[config.mk]
export PLATFORM = sky130hd
export DESIGN_NAME = ready_responder
export DESIGN_NICKNAME = d
export VERILOG_FILES = /design/src/rtl/ready_responder.sv
export SDC_FILE = /design/constraint.sdc
export NUM_CORES = 1
export LEC_CHECK = 0
export BUFFER_PORTS_ARGS = -buffer_cell sky130_fd_sc_hd__buf_2
export CORE_ASPECT_RATIO = 0.75
export CORE_MARGIN = 5
export CORE_UTILIZATION = 55
export DETAILED_ROUTE_END_ITERATION = 10
export PLACE_DENSITY = 0.78
export SYNTH_ARGS = -nofsm -noshare
export SYNTH_HDL_FRONTEND = slang
export SYNTH_SLANG_ARGS = --single-unit
[constraint.sdc]
create_clock -name clk -period 3.5 [get_ports clk]
set_input_delay 0.525 -clock clk [delete_from_list [all_inputs] [get_ports clk]]
set_output_delay 0.525 -clock clk [all_outputs]
set_load 0.05 [all_outputs]
[src/rtl/ready_responder.sv]
// ready_responder
//
// Responder side of a four-phase req/ready completion handshake. The
// initiator raises req_i, ready_o rises LATENCY clock edges later, the
// initiator drops req_i and ready_o falls on that same edge. Every output
// is registered, so ready_o has exactly one clean 0->1 transition for each
// completed handshake.
//
// Build option: define READY_TIMEOUT_EN to bound how long ready_o may stay
// high. If ready_o has been high for TIMEOUT cycles while req_i is still
// high, sticky err_o is raised and the handshake is abandoned. req_i must
// then be seen low before another request is accepted. Without the macro,
// err_o is tied low and READY is held for as long as req_i stays high.
//
// state | meaning
// ------+-------------------------------------------------------------
// IDLE  | no handshake open; waiting for req_i
// DELAY | request accepted; dcnt counts down the remaining latency
// READY | ready_o high; waiting for the initiator to drop req_i

module ready_responder #(
   parameter int LATENCY = 4,
   parameter int CNT_W   = 8,
   parameter int TIMEOUT = 64
) (
   input  logic             clk,
   input  logic             rst,
   input  logic             req_i,
   output logic             ready_o,
   output logic             busy_o,
   output logic [CNT_W-1:0] done_cnt_o,
   output logic [CNT_W-1:0] abort_cnt_o,
   output logic             err_o
);

   // LATENCY-2 is at most 253, so eight bits always hold the delay count.
   localparam int DCNT_W = 8;
   localparam logic [DCNT_W-1:0] DCNT_LOAD = DCNT_W'((LATENCY > 1) ? (LATENCY - 2) : 0);

   if ((LATENCY < 1) || (LATENCY > 255)) begin : g_bad_latency
      $error("ready_responder: LATENCY must be in 1..255");
   end

   if (TIMEOUT < 1) begin : g_bad_timeout
      $error("ready_responder: TIMEOUT must be at least 1");
   end

   typedef enum logic [1:0] {
      ST_IDLE  = 2'd0,
      ST_DELAY = 2'd1,
      ST_READY = 2'd2
   } state_t;

   state_t             state_q, state_d;
   logic [DCNT_W-1:0]  dcnt_q, dcnt_d;
   logic               ready_q, ready_d;
   logic               busy_q, busy_d;
   logic [CNT_W-1:0]   done_q, done_d;
   logic [CNT_W-1:0]   abort_q, abort_d;
   logic               start;

`ifdef READY_TIMEOUT_EN
   // The counter holds TIMEOUT-1 down to 0; a width of at least one bit is kept for TIMEOUT==1.
   localparam int TCNT_W = (TIMEOUT > 1) ? $clog2(TIMEOUT) : 1;
   localparam logic [TCNT_W-1:0] TCNT_LOAD = TCNT_W'(TIMEOUT - 1);

   logic [TCNT_W-1:0]  tcnt_q, tcnt_d;
   logic               err_q, err_d;
   logic               rearm_wait_q, rearm_wait_d;
`endif

   // Next state, counters and registered-output values for this edge.
   always_comb begin
      state_d = state_q;
      dcnt_d  = dcnt_q;
      done_d  = done_q;
      abort_d = abort_q;
      start   = 1'b0;
`ifdef READY_TIMEOUT_EN
      tcnt_d       = tcnt_q;
      err_d        = err_q;
      rearm_wait_d = rearm_wait_q;
`endif

      case (state_q)
         ST_IDLE: begin
`ifdef READY_TIMEOUT_EN
            // After a timeout, a request is only taken once req_i has been seen low.
            if (!req_i) begin
               rearm_wait_d = 1'b0;
            end
            start = req_i && !rearm_wait_q;
`else
            start = req_i;
`endif
            if (start) begin
               if (LATENCY == 1) begin
                  state_d = ST_READY;
`ifdef READY_TIMEOUT_EN
                  tcnt_d  = TCNT_LOAD;
`endif
               end else begin
                  state_d = ST_DELAY;
                  dcnt_d  = DCNT_LOAD;
               end
            end
         end

         ST_DELAY: begin
            // A withdrawn request wins over an expiring delay.
            if (!req_i) begin
               state_d = ST_IDLE;
               abort_d = abort_q + CNT_W'(1);
            end else if (dcnt_q == '0) begin
               state_d = ST_READY;
`ifdef READY_TIMEOUT_EN
               tcnt_d  = TCNT_LOAD;
`endif
            end else begin
               dcnt_d = dcnt_q - DCNT_W'(1);
            end
         end

         ST_READY: begin
            if (!req_i) begin
               state_d = ST_IDLE;
               done_d  = done_q + CNT_W'(1);
`ifdef READY_TIMEOUT_EN
            end else if (tcnt_q == '0) begin
               // Abandoned handshake: no completion is counted.
               state_d      = ST_IDLE;
               err_d        = 1'b1;
               rearm_wait_d = 1'b1;
            end else begin
               tcnt_d = tcnt_q - TCNT_W'(1);
`endif
            end
         end

         default: begin
            state_d = ST_IDLE;
         end
      endcase

      // Outputs come from the next state so they change on the same edge as the FSM.
      ready_d = (state_d == ST_READY);
      busy_d  = (state_d != ST_IDLE);
   end

   // State and output registers; reset discards any open handshake.
   always_ff @(posedge clk or posedge rst) begin
      if (rst) begin
         state_q <= ST_IDLE;
         dcnt_q  <= '0;
         ready_q <= 1'b0;
         busy_q  <= 1'b0;
         done_q  <= '0;
         abort_q <= '0;
      end else begin
         state_q <= state_d;
         dcnt_q  <= dcnt_d;
         ready_q <= ready_d;
         busy_q  <= busy_d;
         done_q  <= done_d;
         abort_q <= abort_d;
      end
   end

`ifdef READY_TIMEOUT_EN
   // Timeout counter, sticky error flag and the re-arm guard.
   always_ff @(posedge clk or posedge rst) begin
      if (rst) begin
         tcnt_q       <= '0;
         err_q        <= 1'b0;
         rearm_wait_q <= 1'b0;
      end else begin
         tcnt_q       <= tcnt_d;
         err_q        <= err_d;
         rearm_wait_q <= rearm_wait_d;
      end
   end

   assign err_o = err_q;
`else
   assign err_o = 1'b0;
`endif

   assign ready_o     = ready_q;
   assign busy_o      = busy_q;
   assign done_cnt_o  = done_q;
   assign abort_cnt_o = abort_q;

endmodule

* Yosys cells after proc, flatten, opt, wreduce, memory -nomap -nowiden
Index checks and enable logic that the tools add are counted.
** Storage, ports and cells
- Output and inout port bits :: 19
- Logic and storage cells :: 32
- Input port bits :: 3
- Register bits :: 28
** Cells by class
- Bitwise operators :: 1
- Reduce and logical (&&, ||, !) cells :: 7
- Multiplexer cells :: 9
- Equality and inequality tests :: 6
- $add $sub $neg :: 3
** Operator list (number)
- 8-bit 2-to-1 mux :: 3
- 8-bit by 1-bit adder with 8-bit output, second input constant :: 2
- 8-bit one-hot mux with 2 select lines :: 1
- 8-bit zero test :: 1
- 2-bit 2-to-1 mux :: 4
- 8-bit by 1-bit subtractor with 8-bit output, second input constant :: 1
- 2-bit inequality test, second input constant :: 3
- 2-bit one-hot mux with 3 select lines :: 1
- 2-bit == test, second input constant :: 2
- 2-bit AND reduction :: 2
- 4-bit AND reduction :: 1
- 2-bit nonzero test :: 2
- 2-bit by 1-bit == test with 1-bit output, second input constant :: 1
- 2-bit zero test :: 1
- 1-bit NOT :: 1

* Depth between registers and ports, before layout
Gate-level depths: netlist of run 1.
- Depth in word-level cells :: 5
- Gate-level depth with buffers :: 5
- Depth with buffers taken out :: 5

* Worst setup path before layout of run 1
No wires, ideal clock.
- Path type :: input to register
- Start :: in req_i
- End :: reg dcnt_q[1]
- Library setup time :: 125 ps
- Arrival :: 1483 ps
- Buffers on the path :: 1
- Slack :: 1892 ps
- Stages :: 4
- Required time :: 3375 ps
- Path through :: clkbuf_1 nand2b_1 a31oi_1 mux2_2
** Between the ends
- Word-level cells in the longest chain between the ends :: 2
- Elaborated cells on any way between the ends :: 3
- Classes of those cells :: eq/ne: 2; reduce/logical: 1
** Ends and longest elaborated chain
- start: declaration :: line 28 : input logic req_i,
- 2-bit inequality test (no line)
- 4-bit AND reduction (no line) (*)
- end signal: assignment :: line 161 : dcnt_q <= dcnt_d;
- end: declaration :: line 55 : logic [DCNT_W-1:0] dcnt_q, dcnt_d;
Every way passes the cells marked *; elsewhere a longest branch is shown, timed or not.
A chain may end at the register's enable or synchronous reset.

* Final worst setup path of run 1
- Start :: reg dcnt_q[0]
- End :: reg dcnt_q[1]
** Between the ends
- Word-level cells in the longest chain between the ends :: 4
- Elaborated cells on any way between the ends :: 7
- Classes of those cells :: add/sub: 1; eq/ne: 1; mux: 3; reduce/logical: 2
** Ends and longest elaborated chain
- 8-bit by 1-bit subtractor with 8-bit output :: line 120 : dcnt_d = dcnt_q - DCNT_W'(1);
- 8-bit 2-to-1 mux :: line 114 : end else if (dcnt_q == '0) begin
- 8-bit 2-to-1 mux :: line 111 : if (!req_i) begin
- 8-bit one-hot mux with 2 select lines :: line 85 : case (state_q)
Several ways; a longest one is shown, not always the timed one. The select of a mux whose other input is x is not followed.

==> impl_metrics.json, run 1 <==
{
  "vias": 950,
  "fp.dieW_um": 67.6,
  "synth.distinct_cells": 41,
  "clk_latency_ns": 0.32,
  "setup_viol": 0,
  "slew_headroom_pct": 31.1,
  "grt_usage_pct": 16.1,
  "cp_slowest_stage_delay_ns": 0.37,
  "die_y_um": 53.2,
  "insertedDiodeCount": 0,
  "post_cts_buffers": 0,
  "period_needed_ns": 1.74,
  "io_buffers": 20,
  "grt_max_degree": 29,
  "cp-end-kind": "flop",
  "final_max_slew_viol_count": 0,
  "arrival_ns": 1.97,
  "nNetsFinal": 147,
  "fin_skew_ns": 0.00150,
  "wl_met1_um": 1050,
  "wirelength_um": 2490,
  "seq_area_frac_synth_pct": 51.2,
  "antenna_left": 0,
  "max_freq_mhz": 575,
  "mostFrequentLayoutCells": "dfrtp_1, buf_2, xnor2_1",
  "p_per_area_nw_per_um2": 744,
  "ctsHoldBuffers": 0,
  "wl_met2_um": 1270,
  "highest_layer": "met4",
  "rsz0062_at_grt": "false",
  "power_mw": 1.13,
  "drt-initial-drc-count": 30,
  "routed-wl-met3_um": 148,
  "area_delta_synth_final_pct": 10.6,
  "clk_pin_slew_ns": 0.14,
  "core_sq_um": 2350,
  "cts-resized-gates": 0,
  "period_share_pct": 49.7,
  "ys_ff_latch": 28,
  "gp_congestion": 0.857,
  "drc": 0,
  "grt_pass1_wl_um": 4210,
  "path_max_fanout": 5,
  "syn_inst": 120,
  "tightestPinTransition_ns": 1.03,
  "crit_family": "flip-flops",
  "syn_nets": 126,
  "wl_per_cell_um": 14.4,
  "num_io_pins": 22,
  "layout_commonest_cell": "dfrtp_1",
  "initial_core_util_pct": 58.3,
  "fp-row-count": 15,
  "clock_path_buffers": 2,
  "hpwl_um": 1820,
  "post_route_cells_drive_above_1_share_pct": 24.5,
  "cts_tree": "built",
  "status": "completed",
  "power.leakage_nw": 0.715,
  "worstPathRequired_ns": 3.73,
  "cts_htree_levels": 1,
  "fp.dieArea_sq_um": 3590,
  "viasPerCell": 5.49,
  "hold_viol": 0,
  "cts.sinks": 28,
  "setup.worst_path.start_class": "flop",
  "crit_path_top_delay_cell": "dfrtp_1",
  "syn_area_sq_um": 1370,
  "avgSynthCellArea_sq_um": 11.4,
  "grt_antenna_before_repair": 0,
  "path_class": "reg -> reg",
  "path_cells": "inv_1 > ha_1 > and3b_1 > a31oi_1 > mux2_2",
  "first_pass_iters": 4,
  "cts_root_buf": "clkbuf_4",
  "crit_buf_inv": 1,
  "num-fill-cells": 196,
  "hp-class": "in -> async",
  "synth_top_area_share_pct": 51.2,
  "fin_tns_setup_ns": 0,
  "peakVddDrop_mv": 0.447,
  "gr-total-overflow": 0,
  "yosys-top-cells-area": "dfrtp_1, xnor2_1, ha_1",
  "grt_pass1_vias": 921,
  "cts_made_buffers": 3,
  "drv_cap": 0,
  "netlist.top_cell.by_area": "dfrtp_1",
  "yosys_warnings": 0
}
## cell usage after synthesis
cell type,count
a31oi_1,1
or4_1,1
a21oi_1,3
and2_1,1
xnor2_1,12
xor2_1,2
conb_1,1
mux2_2,3
nor3b_2,1
o41ai_1,1
or4b_4,1
a311oi_1,1
nand2b_1,4
nand3_1,7
and4_1,2
or3b_2,1
nand2_1,8
inv_1,4
a2111o_1,2
nor3_1,1
nor4_1,1
nor2_1,2
o21ai_0,2
buf_2,1
nand3b_1,2
and4bb_2,2
nor2b_1,1
clkbuf_1,2
and3_1,2
a21boi_0,3
nand4b_1,1
nand4_1,3
dfrtp_1,28
nor3b_1,1
o311ai_0,1
and3b_1,1
mux2i_1,3
ha_1,3
buf_4,1
or2_2,2
or3_4,1
## cells by family (layout without fill, tap and decap cells)
group,Yosys count,in the layout,share of synthesized area [%]
simple gates,46,46,22.0
flops,28,28,51.2
compound gates,14,14,7.50
xor+xnor,14,14,8.97
buf+inv,8,27,2.56
mux,6,6,4.67
fa+ha+maj,3,3,2.75
other cells,1,1,0.274
## routing by layer
| layer | up-vias | track usage [%] |
|---|---|---|
| met3 | 2 | 5.10 |
| met2 | 24 | 28.6 |
| li1 | 467 | - |
| met1 | 457 | 18.7 |
| met5 | - | 0 |
| met4 | 0 | 4.04 |
## state kept, by name, summed over array words and instances, names as in the netlist
signal / cells
done_cnt_o: 8
busy_o: 1
ready_o: 1
abort_cnt_o: 8
dcnt_q: 8
state_q: 2
## worst reg2reg max path, cell delays in order (launching register included)
cell and delay [ns]:
dfrtp_1 0.37, inv_1 0.07, ha_1 0.25, and3b_1 0.27, a31oi_1 0.31, mux2_2 0.37
## final timing paths
kind                                            from                         to  slack (ns)  cells after the start
max                            dcnt_q[0]$_DFFE_PP0P_      dcnt_q[1]$_DFFE_PP0P_        1.76                      5
min                                              rst  done_cnt_o[7]$_DFFE_PP0P_        0.43                      2
max reg2reg                    dcnt_q[0]$_DFFE_PP0P_      dcnt_q[1]$_DFFE_PP0P_        1.76                      5
min reg2reg                done_cnt_o[7]$_DFFE_PP0P_  done_cnt_o[7]$_DFFE_PP0P_        0.49                      1
max in group asynchronous                        rst      dcnt_q[7]$_DFFE_PP0P_        2.46                      2
min in group clk           done_cnt_o[7]$_DFFE_PP0P_  done_cnt_o[7]$_DFFE_PP0P_        0.49                      1
## metrics by stage
step	hold slack, ns	instance area [sq um]	utilization (%)	std cells	worst slack, ns
after detailed placement	0.474	1490	63.5	170	1.63
after floorplan	0.504	1370	-	120	1.89
final	0.429	1510	64.5	173	1.76
after CTS	0.461	1510	64.5	173	1.77
after global routing	0.513	1510	64.5	173	1.68
after global placement	0.456	1490	63.5	170	1.71
## where the power goes
| group | total, mW | switching (mW) | internal, mW | leakage, nW |
|---|---|---|---|---|
| clock | 0.128 | 0.0880 | 0.0404 | 0.0138 |
| combinational | 0.493 | 0.320 | 0.173 | 0.333 |
| sequential | 0.504 | 0.0978 | 0.406 | 0.368 |
| total | 1.13 | 0.506 | 0.620 | 0.715 |
## cell type report
cell class	count	area (sq um)	area share, %
sequential	28	701	46.3
timing repair buffer	20	100	6.62
inverter	4	15.0	0.993
multi-input combinational	84	632	41.8
tap	34	42.5	2.81
clock buffer	3	22.5	1.49
(Power assumes the default switching activity.)
==> inputs of run 2 (changes only) <==
- ABC_AREA: unset -> 1
- CORE_UTILIZATION: 55 -> 50
- PLACE_DENSITY: 0.78 -> 0.74
- clock period: 3.5 -> 1.5 ns (I/O delays scaled with it)
==> run 2 against run 1 <==
  * The run now ends with hold timing left
  * Die area is 12% higher
  * Register-to-register slack got worse by 1.6 ns
  * Count of clock-buffer cells in the layout unchanged
  * Total power rose to 3.0 times the previous value
  * Final area is 14% higher
  * First-iteration DRC count increased by 63%
  * Fmax up 25%
  * Clock skew about the same
  * Wire length up 16%
  * Highest routed layer unchanged
==> impl_metrics.json, run 2 <==
{
  "crit_family": "flip-flops",
  "arrival_ns": 1.54,
  "area_delta_synth_final_pct": 21.3,
  "synth.distinct_cells": 23,
  "fin_hold_ws_ns": -0.0000952,
  "layout_setup_ws_ns": 0.112,
  "crit_buf_inv": 2,
  "ys_ff_latch": 28,
  "die_y_um": 56.2,
  "clock_path_buffers": 2,
  "dp_slack_ns": 0.0112,
  "crit_end": "dcnt_q[7]$_DFFE_PP0P_",
  "num_io_pins": 22,
  "violations": "hold timing",
  "finalInstanceArea_sq_um": 1730,
  "r2r_slack_ns": 0.11,
  "peakVddDrop_mv": 1.42,
  "cp_common_cell": "nand3_2",
  "grt_pass1_vias": 1181,
  "grt_max_degree": 29,
  "yosys-top-cells-area": "dfrtp_1, nand2_1, inv_1",
  "syn_inst": 172,
  "grt_antenna_before_repair": 0,
  "power.switching_mw": 1.55,
  "synthArstFlopShare_pct": 100,
  "grt_pass1_wl_um": 5120,
  "nNetsFinal": 209,
  "path_cells": "inv_2 > ha_4 > nand3_2 > nor2_4 > nand3_2 > nand2_4 > buf_12 > o21ai_0",
  "p_per_area_nw_per_um2": 1970,
  "drv_cap": 0,
  "initial_core_util_pct": 53.5,
  "cts_root_buf": "clkbuf_8",
  "power.leakage_nw": 0.949,
  "period_share_pct": 92.5,
  "max_freq_mhz": 721,
  "cts_made_buffers": 3,
  "ctsHoldBuffers": 0,
  "startpoint": "dcnt_q[1]$_DFFE_PP0P_",
  "ys.flop_type": "dfrtp_1",
  "path_max_fanout": 12,
  "cp_slowest_stage_delay_ns": 0.42,
  "seq_area_frac_synth_pct": 49.2,
  "post-route-util_pct": 64.9,
  "crit_cells": 8,
  "gp_congestion": 0.859,
  "stdcell_count": 238,
  "placed_area_sq_um": 1590,
  "num-fill-cells": 236,
  "wl_per_cell_um": 12.1,
  "vias": 1185,
  "avgSynthCellArea_sq_um": 8.29,
  "hpwl_um": 2110,
  "setup_viol": 0,
  "cp-end-kind": "flop",
  "viasPerCell": 4.98,
  "clk_latency_ns": 0.27,
  "seq_power_share_pct": 35.5,
  "hold_viol": 1,
  "io_buffers": 20,
  "antenna_left": 0,
  "yosys_warnings": 0,
  "gr-total-overflow": 0,
  "pwr-share-comb_pct": 47.3,
  "synth_top_area_share_pct": 49.2,
  "setup.worst_path.start_class": "flop",
  "fp.dieArea_sq_um": 4030,
  "cts_htree_levels": 1,
  "worstReg2RegStart": "dcnt_q[1]$_DFFE_PP0P_",
  "grt_usage_pct": 15.7,
  "crit_path_top_delay_cell": "dfrtp_1",
  "wirelength_um": 2890,
  "dp_cells": 230,
  "reg2reg_to": "dcnt_q[7]$_DFFE_PP0P_",
  "cts.sinks": 28,
  "worstPathRequired_ns": 1.66,
  "cts_tree": "built",
  "layout_commonest_cell": "nand2_1",
  "fp.dieW_um": 71.6,
  "switching_share_pct": 45.5,
  "path_class": "reg -> reg",
  "syn_nets": 178,
  "clk_pin_slew_ns": 0.09,
  "p_int_mw": 1.85,
  "post_route_cells_drive_above_1_share_pct": 22.8,
  "insertedDiodeCount": 0,
  "drc": 0,
  "hp-class": "in -> async",
  "syn_area_sq_um": 1430,
  "period_needed_ns": 1.39,
  "fin_skew_ns": 0.00149,
  "drt-initial-drc-count": 49,
  "mostFrequentLayoutCells": "nand2_1, dfrtp_1, inv_1, buf_2, nor2_1",
  "final_max_slew_viol_count": 0,
  "synthTopCellsByCount": "nand2_1, dfrtp_1, inv_1",
  "netlist.top_cell.by_area": "dfrtp_1",
  "rr_worst_depth": 8,
  "clockPowerShare_pct": 17.2,
  "status": "finished, violations left",
  "first_pass_iters": 4,
  "synth.most_common_cell": "nand2_1",
  "fp-row-count": 16,
  "synth-edff-count": 0,
  "core_sq_um": 2660
}
-- run 2: cell count changes after synthesis, sizes merged, moves of 3 or more --
cell    before  now
nand2b       4    0
o21ai        2   12
nor2         2   20
nand2        8   49
nor3         1    4
inv          4   24
mux2         3    0
nand3        7   11
xnor2       12    4
mux2i        3    0
xor2         2    9
-- run 2: layout make-up --
cell class              count  area, sq um  area share, %
clock buffers               3         41.3           2.39
clock inverters             1         30.0           1.74
inverters                  24         90.1           5.21
multi-input cells         118          649           37.6
flip-flops and latches     28          701           40.5
well taps                  36         45.0           2.60
repair buffers             28          173           9.99
-- run 2: worst min path at each step --
stage / slack [ns] / to / depth (start not counted) / start
2_1_floorplan: 0.29 / abort_cnt_o[0]$_DFFE_PP0P_ / 1 / rst
3_3_place_gp: 0.30 / abort_cnt_o[6]$_DFFE_PP0P_ / 3 / rst
3_5_place_dp: 0.31 / done_cnt_o[5]$_DFFE_PP0P_ / 3 / rst
4_1_cts: 0.01 / done_cnt_o[5]$_DFFE_PP0P_ / 3 / rst
5_1_grt: 0.05 / done_cnt_o[5]$_DFFE_PP0P_ / 3 / rst
6_report: -0.0001 / done_cnt_o[5]$_DFFE_PP0P_ / 3 / rst
-- run 2: per-stage QoR --
| step | power [mW] | setup TNS (ns) |
|---|---|---|
| 6_report | 3.40 | 0 |
| 5_1_grt | 3.66 | -0.0260 |
| 4_1_cts | 3.28 | 0 |
| 3_5_place_dp | 2.67 | 0 |
| 3_3_place_gp | 2.61 | 0 |
| 2_1_floorplan | 2.29 | 0 |
-- run 2: timing repair --
action	4_1_cts	5_1_grt
resized for setup	1	7
buffers inserted	1	3
endpoints found under the setup margin	4	11
pin swaps	1	2
-- run 2: logic make-up (layout without fill, tap and decap cells) --
group	count (synthesis)	after routing	synth area share [%]
adder cells (fa/ha/maj)	3	3	2.63
AO/OA/AOI/OAI	14	14	5.09
XOR/XNOR	13	13	7.99
AND/OR/NAND/NOR	87	87	27.2
other	1	1	0.263
flip-flops	28	28	49.2
buffers and inverters	26	56	7.64
-- run 2: worst reg2reg max path, cell delays in order, from the launching register on --
cell     delay, ns
dfrtp_1       0.42
inv_2         0.09
ha_4          0.15
nand3_2       0.10
nor2_4        0.11
nand3_2       0.10
nand2_4       0.10
buf_12        0.12
o21ai_0       0.09
-- run 2: power groups by stage --
| stage | Combinational, mW | Clock (mW) | Sequential [mW] |
|---|---|---|---|
| after global routing | 1.79 | 0.631 | 1.24 |
| final | 1.61 | 0.585 | 1.21 |
| after detailed placement | 1.46 | 0 | 1.21 |
| after floorplan | 0.695 | 0 | 1.59 |
| after CTS | 1.49 | 0.595 | 1.20 |
| after global placement | 1.42 | 0 | 1.19 |
-- run 2: metal layers --
layer  routed length [um]  vias to the layer above  part of all wire, %  global-route usage (%)
met5                    0                        -                    0                       0
met4                   34                        0                  1.2                    4.02
met3                  178                        4                  6.2                    4.15
met2                 1380                       29                   48                    26.8
met1                 1300                      562                   45                    19.6
li1                     -                      590                    -                       -
==> inputs of run 3 (changes only) <==
- BUFFER_PORTS_ARGS: -buffer_cell sky130_fd_sc_hd__buf_2 -> unset
- CORE_UTILIZATION: 50 -> 55
- DONT_BUFFER_PORTS: unset -> 1
- GPL_ROUTABILITY_DRIVEN: unset -> 0
- PLACE_DENSITY: 0.74 -> 0.7
==> run 3 against run 2 <==
  * Combinational power rose by 3%
  * Critical path depth is the same
  * First-iteration DRC count rose by 27%
  * The flow now finishes without violations
  * Critical path type unchanged
  * Critical endpoint is now dcnt_q[0]$_DFFE_PP0P_
  * Highest routed layer unchanged
==> impl_metrics.json, run 3 (synthesis gave the netlist of run 2 again) <==
{
  "max_freq_mhz": 693,
  "clockPowerShare_pct": 14.7,
  "switching_share_pct": 46.4,
  "viasPerCell": 5.02,
  "pwr-share-comb_pct": 49.2,
  "fp.dieW_um": 68.8,
  "drv_cap": 0,
  "initial_core_util_pct": 56.1,
  "seq_power_share_pct": 36.1,
  "vias": 1180,
  "p_per_area_nw_per_um2": 1940,
  "num_io_pins": 22,
  "layout_commonest_cell": "nand2_1",
  "post_route_cells_drive_above_1_share_pct": 21.1,
  "fp-row-count": 16,
  "fp.dieArea_sq_um": 3720,
  "dp_cells": 226,
  "grt_max_degree": 21,
  "path_max_fanout": 7,
  "peakVddDrop_mv": 1.48,
  "clock_path_buffers": 2,
  "insertedDiodeCount": 0,
  "path_class": "reg -> reg",
  "cts_htree_levels": 1,
  "crit_path_top_delay_cell": "dfrtp_1",
  "wirelength_um": 2990,
  "wl_per_cell_um": 12.7,
  "p_int_mw": 1.81,
  "drt-initial-drc-count": 62,
  "clk_latency_ns": 0.33,
  "power.leakage_nw": 0.930,
  "arrival_ns": 1.70,
  "clk_pin_slew_ns": 0.16,
  "path_cells": "inv_2 > ha_4 > nand3_2 > nor2_4 > nand3_4 > nand2_2 > nand2_1 > o21ai_0",
  "gr-total-overflow": 0,
  "cts_tree": "built",
  "cp_slowest_stage_delay_ns": 0.44,
  "antenna_left": 0,
  "cts.sinks": 28,
  "core_sq_um": 2540,
  "cts_root_buf": "clkbuf_4",
  "power_mw": 3.38,
  "grt_usage_pct": 17.2,
  "first_pass_iters": 5,
  "grt_pass1_wl_um": 4750,
  "cp-end-kind": "flop",
  "grt_antenna_before_repair": 0,
  "hpwl_um": 2110,
  "crit_buf_inv": 1,
  "die_y_um": 54.1,
  "io_buffers": 0,
  "period_needed_ns": 1.44,
  "status": "completed",
  "fin_skew_ns": 0.0120,
  "stdcell_count": 235,
  "final_max_slew_viol_count": 0,
  "mostFrequentLayoutCells": "nand2_1, dfrtp_1, buf_4",
  "hold_viol": 0,
  "hp-class": "in -> reg",
  "worstPathRequired_ns": 1.75,
  "grt_pass1_vias": 1093,
  "drc": 0,
  "area_delta_synth_final_pct": 22.1,
  "cts_made_buffers": 3,
  "crit_family": "simple AND/OR/NAND/NOR gates",
  "setup_viol": 0,
  "nNetsFinal": 206,
  "setup.worst_path.start_class": "flop",
  "power.switching_mw": 1.57,
  "period_share_pct": 96.2
}
## run 3: cell count changes in the layout (fill, tap and decap cells not counted), sizes merged
cell | previous run | this run
buf | 28 | 23
dlygate4sd3 | 0 | 1
nand2 | 49 | 50
## run 3: per-stage QoR
stage	hold WS (ns)	instance area [sq um]	worst slack [ns]	setup TNS [ns]	utilization, %
after floorplan	0.290	1430	0.0406	0	-
after global placement	0.113	1610	0.0542	0	63.5
after detailed placement	0.123	1610	-0.0206	-0.0298	63.5
after CTS	0.0333	1680	0.00266	0	66.1
after global routing	0.0166	1740	-0.0627	-0.121	68.5
final	0.0331	1740	0.0565	0	68.5
## run 3: power groups by stage
stage / Sequential, mW / Combinational [mW] / Clock (mW)
floorplan: 1.59 / 0.695 / 0
global placement: 1.21 / 1.44 / 0
detailed placement: 1.22 / 1.47 / 0
CTS: 1.21 / 1.50 / 0.505
global route: 1.25 / 1.83 / 0.546
finish: 1.22 / 1.66 / 0.498
## run 3: per-layer routing
metal,global-route usage (%),share of wire (%),vias to the layer above
met2,28.7,47,24
met5,0,0,-
met1,21.9,46,563
li1,-,-,585
met3,5.43,5.8,8
met4,3.88,1.6,0
## run 3: worst paths after layout
path                       depth (start not counted)  slack (ns)                         end                  startpoint
setup / recovery                                   8        0.06       dcnt_q[0]$_DFFE_PP0P_       dcnt_q[1]$_DFFE_PP0P_
hold / removal                                     2        0.03            busy_o$_DFF_PP0_                       req_i
setup reg to reg                                   8        0.06       dcnt_q[0]$_DFFE_PP0P_       dcnt_q[1]$_DFFE_PP0P_
hold reg to reg                                    1        0.54  abort_cnt_o[0]$_DFFE_PP0P_  abort_cnt_o[0]$_DFFE_PP0P_
max in group asynchronous                          3        0.76       dcnt_q[1]$_DFFE_PP0P_                         rst
min in group asynchronous                          2        0.29  abort_cnt_o[7]$_DFFE_PP0P_                         rst
## run 3: layout make-up
cell class	instances	area (sq um)
Multi-Input combinational cell	119	657
Clock buffer	3	22.5
Timing Repair Buffer	24	195
Inverter	24	90.1
Clock inverter	1	30.0
Fill cell	194	802
Sequential cell	28	701
Tap cell	36	45.0
## run 3: repair_timing
item	in CTS	in global routing
hold buffers	1	0
resized for setup	1	8
gates cloned	0	1
buffers inserted	0	3
setup endpoints to repair	2	11
endpoints found under the hold margin	8	0
pin swaps	0	2
## run 3: worst reg2reg max path: stages, from the launching register on
cell and delay [ns]:
dfrtp_1 0.44, inv_2 0.09, ha_4 0.14, nand3_2 0.11, nor2_4 0.16, nand3_4 0.11, nand2_2 0.17, nand2_1 0.07
o21ai_0 0.08
